`config.mk`:
```
export PLATFORM = sky130hd
export DESIGN_NAME = seq_divider_flat
export DESIGN_NICKNAME = d
export VERILOG_FILES = /design/src/rtl/seq_divider_if.sv /design/src/rtl/seq_divider.sv /design/src/flat_wrapper.sv
export SDC_FILE = /design/constraint.sdc
export NUM_CORES = 1
export LEC_CHECK = 0
export ABC_AREA = 0
export BUFFER_PORTS_ARGS = -buffer_cell sky130_fd_sc_hd__buf_2
export CORE_MARGIN = 2
export CORE_UTILIZATION = 54
export CTS_BUF_LIST = sky130_fd_sc_hd__clkbuf_16
export CTS_CLUSTER_SIZE = 16
export DETAILED_ROUTE_END_ITERATION = 16
export PLACE_DENSITY = 0.77
export SYNTH_ARGS = -nofsm -noshare
export SYNTH_HDL_FRONTEND = slang
export SYNTH_SLANG_ARGS = --single-unit
```
`constraint.sdc`:
```
create_clock -name clk -period 2.2 [get_ports clk]
set_input_delay 0.33 -clock clk [delete_from_list [all_inputs] [get_ports clk]]
set_output_delay 0.33 -clock clk [all_outputs]
set_load 0.03 [all_outputs]
```
`src/rtl/seq_divider_if.sv`:
```
// Start/busy/done handshake bundle for seq_divider.
// The requester (ALU controller or bench) uses the master modport; the divider uses slave.
interface seq_divider_if #(parameter int WIDTH = 4);
  logic             start;
  logic [WIDTH-1:0] dividend;
  logic [WIDTH-1:0] divisor;
  logic             busy;
  logic             done;
  logic [WIDTH-1:0] quotient;
  logic [WIDTH-1:0] remainder;
  logic             divByZero;

  modport master (
    output start, dividend, divisor,
    input  busy, done, quotient, remainder, divByZero
  );

  modport slave (
    input  start, dividend, divisor,
    output busy, done, quotient, remainder, divByZero
  );
endinterface

```
`src/rtl/seq_divider.sv`:
```
// seq_divider: multi-cycle unsigned restoring divider, one quotient bit per clock.
// The trial subtract is R + ~divisor + 1; carry-out 1 means no borrow, matching the ALU add/sub path.
// Optional macro DIV_BY_ZERO_DETECT_EN: a zero divisor finishes in one cycle and raises divByZero.
// Without it, divByZero is tied low and a zero divisor runs the full algorithm
// (quotient all ones, remainder = dividend).
module seq_divider #(
  parameter int WIDTH = 4
) (
  input  logic         clk,
  input  logic         rst,
  seq_divider_if.slave bus
);
  localparam int CW = $clog2(WIDTH + 1);

  typedef enum logic [1:0] {IDLE, RUN, DONE} state_t;

  state_t           state_q;
  logic [WIDTH-1:0] a_q;          // dividend, shifted out MSB first
  logic [WIDTH-1:0] b_q;          // latched divisor
  logic [WIDTH:0]   r_q;          // partial remainder, one guard bit
  logic [WIDTH-1:0] q_q;          // quotient being assembled
  logic [CW-1:0]    cnt_q;        // iterations left
  logic             busy_q;
  logic             done_q;
  logic [WIDTH-1:0] quotient_q;
  logic [WIDTH-1:0] remainder_q;
`ifdef DIV_BY_ZERO_DETECT_EN
  logic             dbz_q;
`endif

  logic [WIDTH:0]   r_shift;
  logic [WIDTH+1:0] trial;
  logic             no_borrow;
  logic [WIDTH:0]   r_d;
  logic [WIDTH-1:0] q_d;

  // One restoring iteration: shift in next dividend bit, trial-subtract, keep or restore.
  always_comb begin
    r_shift   = {r_q[WIDTH-1:0], a_q[WIDTH-1]};
    trial     = {1'b0, r_shift} + {1'b0, ~{1'b0, b_q}} + {{(WIDTH+1){1'b0}}, 1'b1};
    no_borrow = trial[WIDTH+1];
    r_d       = no_borrow ? trial[WIDTH:0] : r_shift;
    q_d       = {q_q[WIDTH-2:0], no_borrow};
  end

  // Control FSM with registered outputs; a start in DONE is accepted like one in IDLE.
  always_ff @(posedge clk or posedge rst) begin
    if (rst) begin
      state_q     <= IDLE;
      a_q         <= '0;
      b_q         <= '0;
      r_q         <= '0;
      q_q         <= '0;
      cnt_q       <= '0;
      busy_q      <= 1'b0;
      done_q      <= 1'b0;
      quotient_q  <= '0;
      remainder_q <= '0;
`ifdef DIV_BY_ZERO_DETECT_EN
      dbz_q       <= 1'b0;
`endif
    end else begin
      done_q <= 1'b0;
      case (state_q)
        IDLE, DONE: begin
          if (bus.start) begin
            a_q   <= bus.dividend;
            b_q   <= bus.divisor;
            r_q   <= '0;
            q_q   <= '0;
            cnt_q <= CW'(WIDTH);
`ifdef DIV_BY_ZERO_DETECT_EN
            dbz_q <= 1'b0;
            if (bus.divisor == '0) begin
              // Short-circuit: report the natural result immediately.
              quotient_q  <= '1;
              remainder_q <= bus.dividend;
              dbz_q       <= 1'b1;
              done_q      <= 1'b1;
              state_q     <= DONE;
            end else begin
              busy_q  <= 1'b1;
              state_q <= RUN;
            end
`else
            busy_q  <= 1'b1;
            state_q <= RUN;
`endif
          end else begin
            state_q <= IDLE;
          end
        end
        RUN: begin
          a_q   <= a_q << 1;
          r_q   <= r_d;
          q_q   <= q_d;
          cnt_q <= cnt_q - 1'b1;
          if (cnt_q == CW'(1)) begin
            quotient_q  <= q_d;
            remainder_q <= r_d[WIDTH-1:0];
            busy_q      <= 1'b0;
            done_q      <= 1'b1;
            state_q     <= DONE;
          end
        end
        default: state_q <= IDLE;
      endcase
    end
  end

  assign bus.busy      = busy_q;
  assign bus.done      = done_q;
  assign bus.quotient  = quotient_q;
  assign bus.remainder = remainder_q;
`ifdef DIV_BY_ZERO_DETECT_EN
  assign bus.divByZero = dbz_q;
`else
  assign bus.divByZero = 1'b0;
`endif
endmodule

```
`src/flat_wrapper.sv`:
```
// flat-port wrapper written by rule: the top's interface ports become plain ports
module seq_divider_flat 
#(
  parameter int WIDTH = 4
)
  (clk, rst, bus_start, bus_dividend, bus_divisor, bus_busy, bus_done, bus_quotient, bus_remainder, bus_divByZero);
  seq_divider_if #(.WIDTH(WIDTH)) bus_i ();
  input  logic clk;
  input  logic rst;
  input wire logic [$bits(bus_i.start)-1:0] bus_start;
  input wire logic [$bits(bus_i.dividend)-1:0] bus_dividend;
  input wire logic [$bits(bus_i.divisor)-1:0] bus_divisor;
  output wire logic [$bits(bus_i.busy)-1:0] bus_busy;
  output wire logic [$bits(bus_i.done)-1:0] bus_done;
  output wire logic [$bits(bus_i.quotient)-1:0] bus_quotient;
  output wire logic [$bits(bus_i.remainder)-1:0] bus_remainder;
  output wire logic [$bits(bus_i.divByZero)-1:0] bus_divByZero;
  assign bus_i.start = bus_start;
  assign bus_i.dividend = bus_dividend;
  assign bus_i.divisor = bus_divisor;
  assign bus_busy = bus_i.busy;
  assign bus_done = bus_i.done;
  assign bus_quotient = bus_i.quotient;
  assign bus_remainder = bus_i.remainder;
  assign bus_divByZero = bus_i.divByZero;
  seq_divider #(.WIDTH(WIDTH)) u_core (.clk(clk), .rst(rst), .bus(bus_i));
endmodule
```
==> results.cfg, run 1 <==
[yosys]
yosys_most_used_dff = dfrtp_1
synthArstFlopShare_pct = 100
netlist_top_cells_area = dfrtp_1 55%, nand2_1 9.6%, ha_1 5.5%
synth_top_area_share_pct = 55.0
synth_cell_type_count = 29
synth_enable_flop_cells = 0
synth_area_sq_um = 1360
synth-seq-cells = 30
synthTopCellsByCount = 35 x nand2_1, 30 x dfrtp_1, 11 x o21ai_0
ys.warnings.count = 0
synthCells = 137
synth-seq-area-share_pct = 55.0
synth.most_common_cell = nand2_1
synth_area_per_cell_sq_um = 9.95
syn-num-nets = 155
synth.largest_area_cell = dfrtp_1

[power_and_ir_drop]
combinationalPowerShare_pct = 44.6
p_leak_nw = 0.842
p_seq_share_pct = 31.2
p_per_area_nw_per_um2 = 1880
clkPwrFrac_pct = 24.1
swShare_pct = 40.2
p_int_mw = 1.87
vdd_drop_max_mv = 1.12
switchingPower_mw = 1.26

[drt]
vias = 1011
drtIter0Drc = 17
drc = 0
final_antenna_net_count = 0
viasPerCell = 5.24
drtPass1Iterations = 4
drt-wirelength-per-cell_um = 13.5
routed_wl_mm = 2.60

[finish]
syn2layout_area_growth_pct = 22.0
num_antenna_cells = 0
utilization_pct = 68.4
nNetsFinal = 180
final_area_sq_um = 1660
fillerInstances = 193
layout-drive-gt1-share_pct = 23.3

[global_route]
grt_max_degree = 31
grt.overflow.total = 0
grt_pass1_vias = 978
antenna_found_initial = 0
track_usage_pct = 21.9
grt_pass1_wl_mm = 4.35

[hold_path]
hold_path.class = in -> async

[sta]
tns_ns = 0
period_needed_ns = 1.90
grt_setup_unrepaired = false
fmax_mhz = 527
skew_ns = 0.00566
finalCritPeriodShare_pct = 86.2
tightest_slew_ns = 0.657
finalSetupViolations = 0
hold_violations = 0
slew_violations = 0
maxSlewHeadroom_pct = 56.1

[outcome]
outcome = finished clean

[setup_path]
critPathKind = reg -> reg
worst-path-buf-inv = 0
critical_path_depth = 6
max_stage_delay_ns = 0.48
path_cells = ha_1 > nor2b_1 > o21a_1 > or4_4 > o311ai_2 > o21ai_2
cp-start-kind = register
worstPathRequired_ns = 2.35
rr_worst_depth = 6
critical_path.max_fanout = 4
cp-end-kind = register
worst_ep_arrival_time_ns = 2.04
critPathTopFamily = simple AND/OR/NAND/NOR gates
cpMaxStageDelayCell = or4_4

[cts]
clockRootBuffer = clkbuf_16
clock_latency_ns = 0.27
clockBufferDepth = 2
cts_setup_buffers = 0
clk_pin_slew_ns = 0.05
cts_num_sinks = 30
cts-hold-fix-buffers = 0
numCtsBuffers = 5
cts_max_level = 2
post_cts_resized = 0
cts_tree = built

[floorplan]
num_rows = 18
die_area_sq_um = 2940
die_x_um = 54.3
core-area_sq_um = 2430
initial_core_util_pct = 56.1
dieHeight_um = 54.3
ios = 22

[place]
port-buffer-count = 20
placed_area_sq_um = 1500
place_congestion = 0.779
hpwl_mm = 1.77

[run]
drv_cap = 0
==> layer usage <==
| metal | vias up | share of wire, % | track usage [%] |
|---|---|---|---|
| li1 | 500 | - | - |
| met1 | 480 | 44 | 26.0 |
| met2 | 26 | 49 | 34.5 |
| met3 | 5 | 4.9 | 8.20 |
| met4 | 0 | 1.9 | 11.7 |
| met5 | - | 0 | 0 |
==> power groups by stage <==
| stage | combinational [mW] | clock [mW] | sequential [mW] |
|---|---|---|---|
| floorplan | 0.902 | 0 | 1.12 |
| global placement | 1.31 | 0 | 0.967 |
| detailed placement | 1.38 | 0 | 0.977 |
| CTS | 1.40 | 0.769 | 0.977 |
| global route | 1.57 | 0.795 | 1.01 |
| finish | 1.40 | 0.756 | 0.978 |
==> logic make-up (layout without fill, tap and decap cells) <==
group                      count (synthesis)  count (layout)  synth area share, %
and+or+nand+nor                           49              49                 15.9
other                                      1               1                0.275
buffers and inverters                     16              42                 4.86
muxes                                      2               2                 1.56
adders and majority gates                  7               7                 6.97
AOI/OAI and AO/OA                         31              31                 14.8
xor gates and xnor gates                   1               1                0.642
DFF                                       30              30                 55.0
==> state kept, by name (all words and copies together), names as in the netlist <==
name	count
u_core.a_q	4
u_core.b_q	4
u_core.bus.quotient	4
u_core.bus.remainder	4
u_core.r_q	4
u_core.cnt_q	3
u_core.q_q	3
u_core.state_q	2
u_core.bus.busy	1
u_core.bus.done	1
==> through the flow <==
stage,std cells,hold slack [ns],setup slack [ns],power [mW]
CTS,193,0.132,0.307,3.15
detailed placement,185,0.421,0.311,2.36
floorplan,137,0.421,0.403,2.02
global placement,185,0.413,0.379,2.27
global route,193,0.164,0.222,3.38
finish,193,0.120,0.304,3.13
==> final timing paths <==
| check | startpoint | end | slack (ns) |
|---|---|---|---|
| max | u_core.r_q[0]$_DFFE_PP0P_ | u_core.bus.remainder[3]$_DFFE_PP0P_ | 0.30 |
| min | rst | u_core.bus.quotient[2]$_DFFE_PP0P_ | 0.12 |
| max reg2reg | u_core.r_q[0]$_DFFE_PP0P_ | u_core.bus.remainder[3]$_DFFE_PP0P_ | 0.30 |
| min reg2reg | u_core.bus.quotient[1]$_DFFE_PP0P_ | u_core.bus.quotient[1]$_DFFE_PP0P_ | 0.47 |
| max in group asynchronous | rst | u_core.b_q[1]$_DFFE_PP0P_ | 1.81 |
| min in group clk | bus_divisor[0] | u_core.b_q[0]$_DFFE_PP0P_ | 0.25 |
==> worst reg2reg max path, cell delays in order, from the launching register on <==
cell and delay [ns]:
dfrtp_1 0.42, ha_1 0.33, nor2b_1 0.15, o21a_1 0.18, or4_4 0.48, o311ai_2 0.12, o21ai_2 0.10
==> cell usage in the layout (no fill, tap or decap), drive strengths merged, types with 2 or more instances in the layout <==
master,n
inv,11
nand2b,2
a21oi,3
clkinv,2
o21ai,19
a31oi,2
ha,6
buf,23
dfrtp,30
nor2b,4
a22o,4
nand2,35
clkbuf,5
nor2,5
==> layout make-up <==
class	count	area [sq um]	area share (%)
clock inverters	3	40.0	2.41
flip-flops and latches	30	751	45.1
clock buffers	5	125	7.52
multi-input cells	91	547	32.9
inverters	11	41.3	2.48
well taps	30	37.5	2.26
repair buffers	23	123	7.37
No activity file was read; power rests on OpenSTA's default activity.
==> run 2, diff against run 1 <==
--- a/config.mk
+++ b/config.mk
@@ -8,11 +8,11 @@
 export ABC_AREA = 0
 export BUFFER_PORTS_ARGS = -buffer_cell sky130_fd_sc_hd__buf_2
 export CORE_MARGIN = 2
-export CORE_UTILIZATION = 54
-export CTS_BUF_LIST = sky130_fd_sc_hd__clkbuf_16
+export CORE_UTILIZATION = 57
+export CTS_BUF_LIST = sky130_fd_sc_hd__clkbuf_8
 export CTS_CLUSTER_SIZE = 16
 export DETAILED_ROUTE_END_ITERATION = 16
-export PLACE_DENSITY = 0.77
+export PLACE_DENSITY = 0.8
 export SYNTH_ARGS = -nofsm -noshare
 export SYNTH_HDL_FRONTEND = slang
 export SYNTH_SLANG_ARGS = --single-unit
==> results.cfg, run 2 (synthesized netlist as in run 1, its figures left out) <==
[outcome]
outcome = finished clean

[setup_path]
rr_worst_depth = 6
path_cells = ha_1 > nor2b_1 > o21a_1 > or4_4 > o311ai_2 > o21ai_2
worstPathRequired_ns = 2.35
critPathKind = reg -> reg
max_stage_delay_ns = 0.49
cpMaxStageDelayCell = or4_4
worst-path-buf-inv = 0
worst_ep_arrival_time_ns = 2.12
cp-start-kind = register
critPathTopFamily = simple AND/OR/NAND/NOR gates
critical_path.max_fanout = 4
reg2reg_slack_ns = 0.23
cp-end-kind = register
r2r_start = u_core.r_q[0]$_DFFE_PP0P_
rr_endpoint = u_core.bus.remainder[3]$_DFFE_PP0P_

[power_and_ir_drop]
switchingPower_mw = 1.21
vdd_drop_max_mv = 0.976
swShare_pct = 43.5
combinationalPowerShare_pct = 50.9
p_seq_share_pct = 35.2
p_per_area_nw_per_um2 = 1760
clkPwrFrac_pct = 13.9
p_int_mw = 1.57
p_leak_nw = 0.810

[floorplan]
num_rows = 17
dieHeight_um = 52.9
die_x_um = 52.9
initial_core_util_pct = 61.1
ios = 22
die_area_sq_um = 2800
core-area_sq_um = 2230

[place]
place_congestion = 0.732
hpwl_mm = 1.89
placed_area_sq_um = 1500
dpl.cell_count = 184
port-buffer-count = 20

[run]
drv_cap = 0

[global_route]
grt_pass1_wl_mm = 4.54
grt.overflow.total = 0
grt_pass1_vias = 1007
antenna_found_initial = 0
track_usage_pct = 24.1
grt_max_degree = 31

[drt]
vias = 1006
drc = 0
routed_wl_mm = 2.61
drtIter0Drc = 21
viasPerCell = 5.27
drt-wirelength-per-cell_um = 13.7
final_antenna_net_count = 0
drtPass1Iterations = 4

[sta]
skew_ns = 0.00323
finalCritPeriodShare_pct = 89.4
hold_violations = 0
hold_slack_ns = 0.115
fmax_mhz = 508
period_needed_ns = 1.97
tns_ns = 0
slew_violations = 0
grt_setup_unrepaired = false
finalSetupViolations = 0

[cts]
clockBufferDepth = 2
cts_num_sinks = 30
numCtsBuffers = 5
cts_tree = built
clk_pin_slew_ns = 0.06
clock_latency_ns = 0.28
cts_setup_buffers = 0
cts-hold-fix-buffers = 0
cts_max_level = 2
post_cts_resized = 0
clockRootBuffer = clkbuf_8

[finish]
layout-drive-gt1-share_pct = 22.1
num_antenna_cells = 0
layout_common_cells = 35 x nand2_1, 30 x dfrtp_1, 20 x buf_2
nNetsFinal = 181
stdcell_count = 191
syn2layout_area_growth_pct = 15.9
final_area_sq_um = 1580
final_common_cell = nand2_1

[hold_path]
hold_path.class = in -> async
-- run 2: through the flow --
step | total power [mW] | util, % | setup slack [ns]
6_report | 2.78 | 70.8 | 0.232
5_1_grt | 3.02 | 70.8 | 0.183
4_1_cts | 2.80 | 70.8 | 0.251
3_5_place_dp | 2.39 | 67.3 | 0.258
3_3_place_gp | 2.28 | 67.3 | 0.381
2_1_floorplan | 2.02 | - | 0.403
-- run 2: per-layer routing --
metal | GRT usage, % | share of wire [%] | wire length, um
met5 | 0 | 0 | 0
met1 | 25.9 | 41 | 1080
met4 | 17.1 | 3.8 | 100
met3 | 6.50 | 4.6 | 119
met2 | 40.6 | 50 | 1310
-- run 2: final cells by class --
class                           instances  area, sq um
Inverter                               11         41.3
Clock inverter                          2         7.51
Clock buffer                            5         68.8
Fill cell                             188          653
Timing Repair Buffer                   24          130
Tap cell                               28         35.0
Sequential cell                        30          751
Multi-Input combinational cell         91          547
-- run 2: worst max path at each step --
stage	start	slack, ns	cells past startpoint	endpoint
floorplan	u_core.r_q[0]$_DFFE_PP0P_	0.40	6	u_core.bus.remainder[3]$_DFFE_PP0P_
global placement	u_core.r_q[0]$_DFFE_PP0P_	0.38	6	u_core.bus.remainder[3]$_DFFE_PP0P_
global route	u_core.r_q[0]$_DFFE_PP0P_	0.18	6	u_core.bus.remainder[3]$_DFFE_PP0P_
finish	u_core.r_q[0]$_DFFE_PP0P_	0.23	6	u_core.bus.remainder[3]$_DFFE_PP0P_
detailed placement	u_core.r_q[0]$_DFFE_PP0P_	0.26	6	u_core.bus.remainder[3]$_DFFE_PP0P_
CTS	u_core.r_q[0]$_DFFE_PP0P_	0.25	6	u_core.bus.remainder[3]$_DFFE_PP0P_
-- run 2: worst min-delay path, cell delays in order --
cell and delay (ns):
buf_2 0.09, inv_1 0.04, buf_4 0.34
-- run 2: power groups by stage --
stage / Combinational (mW) / Clock (mW) / Sequential, mW
after detailed placement: 1.41 / 0 / 0.987
after global routing: 1.60 / 0.412 / 1.01
after floorplan: 0.902 / 0 / 1.12
after global placement: 1.32 / 0 / 0.967
after CTS: 1.42 / 0.396 / 0.977
final: 1.42 / 0.387 / 0.980
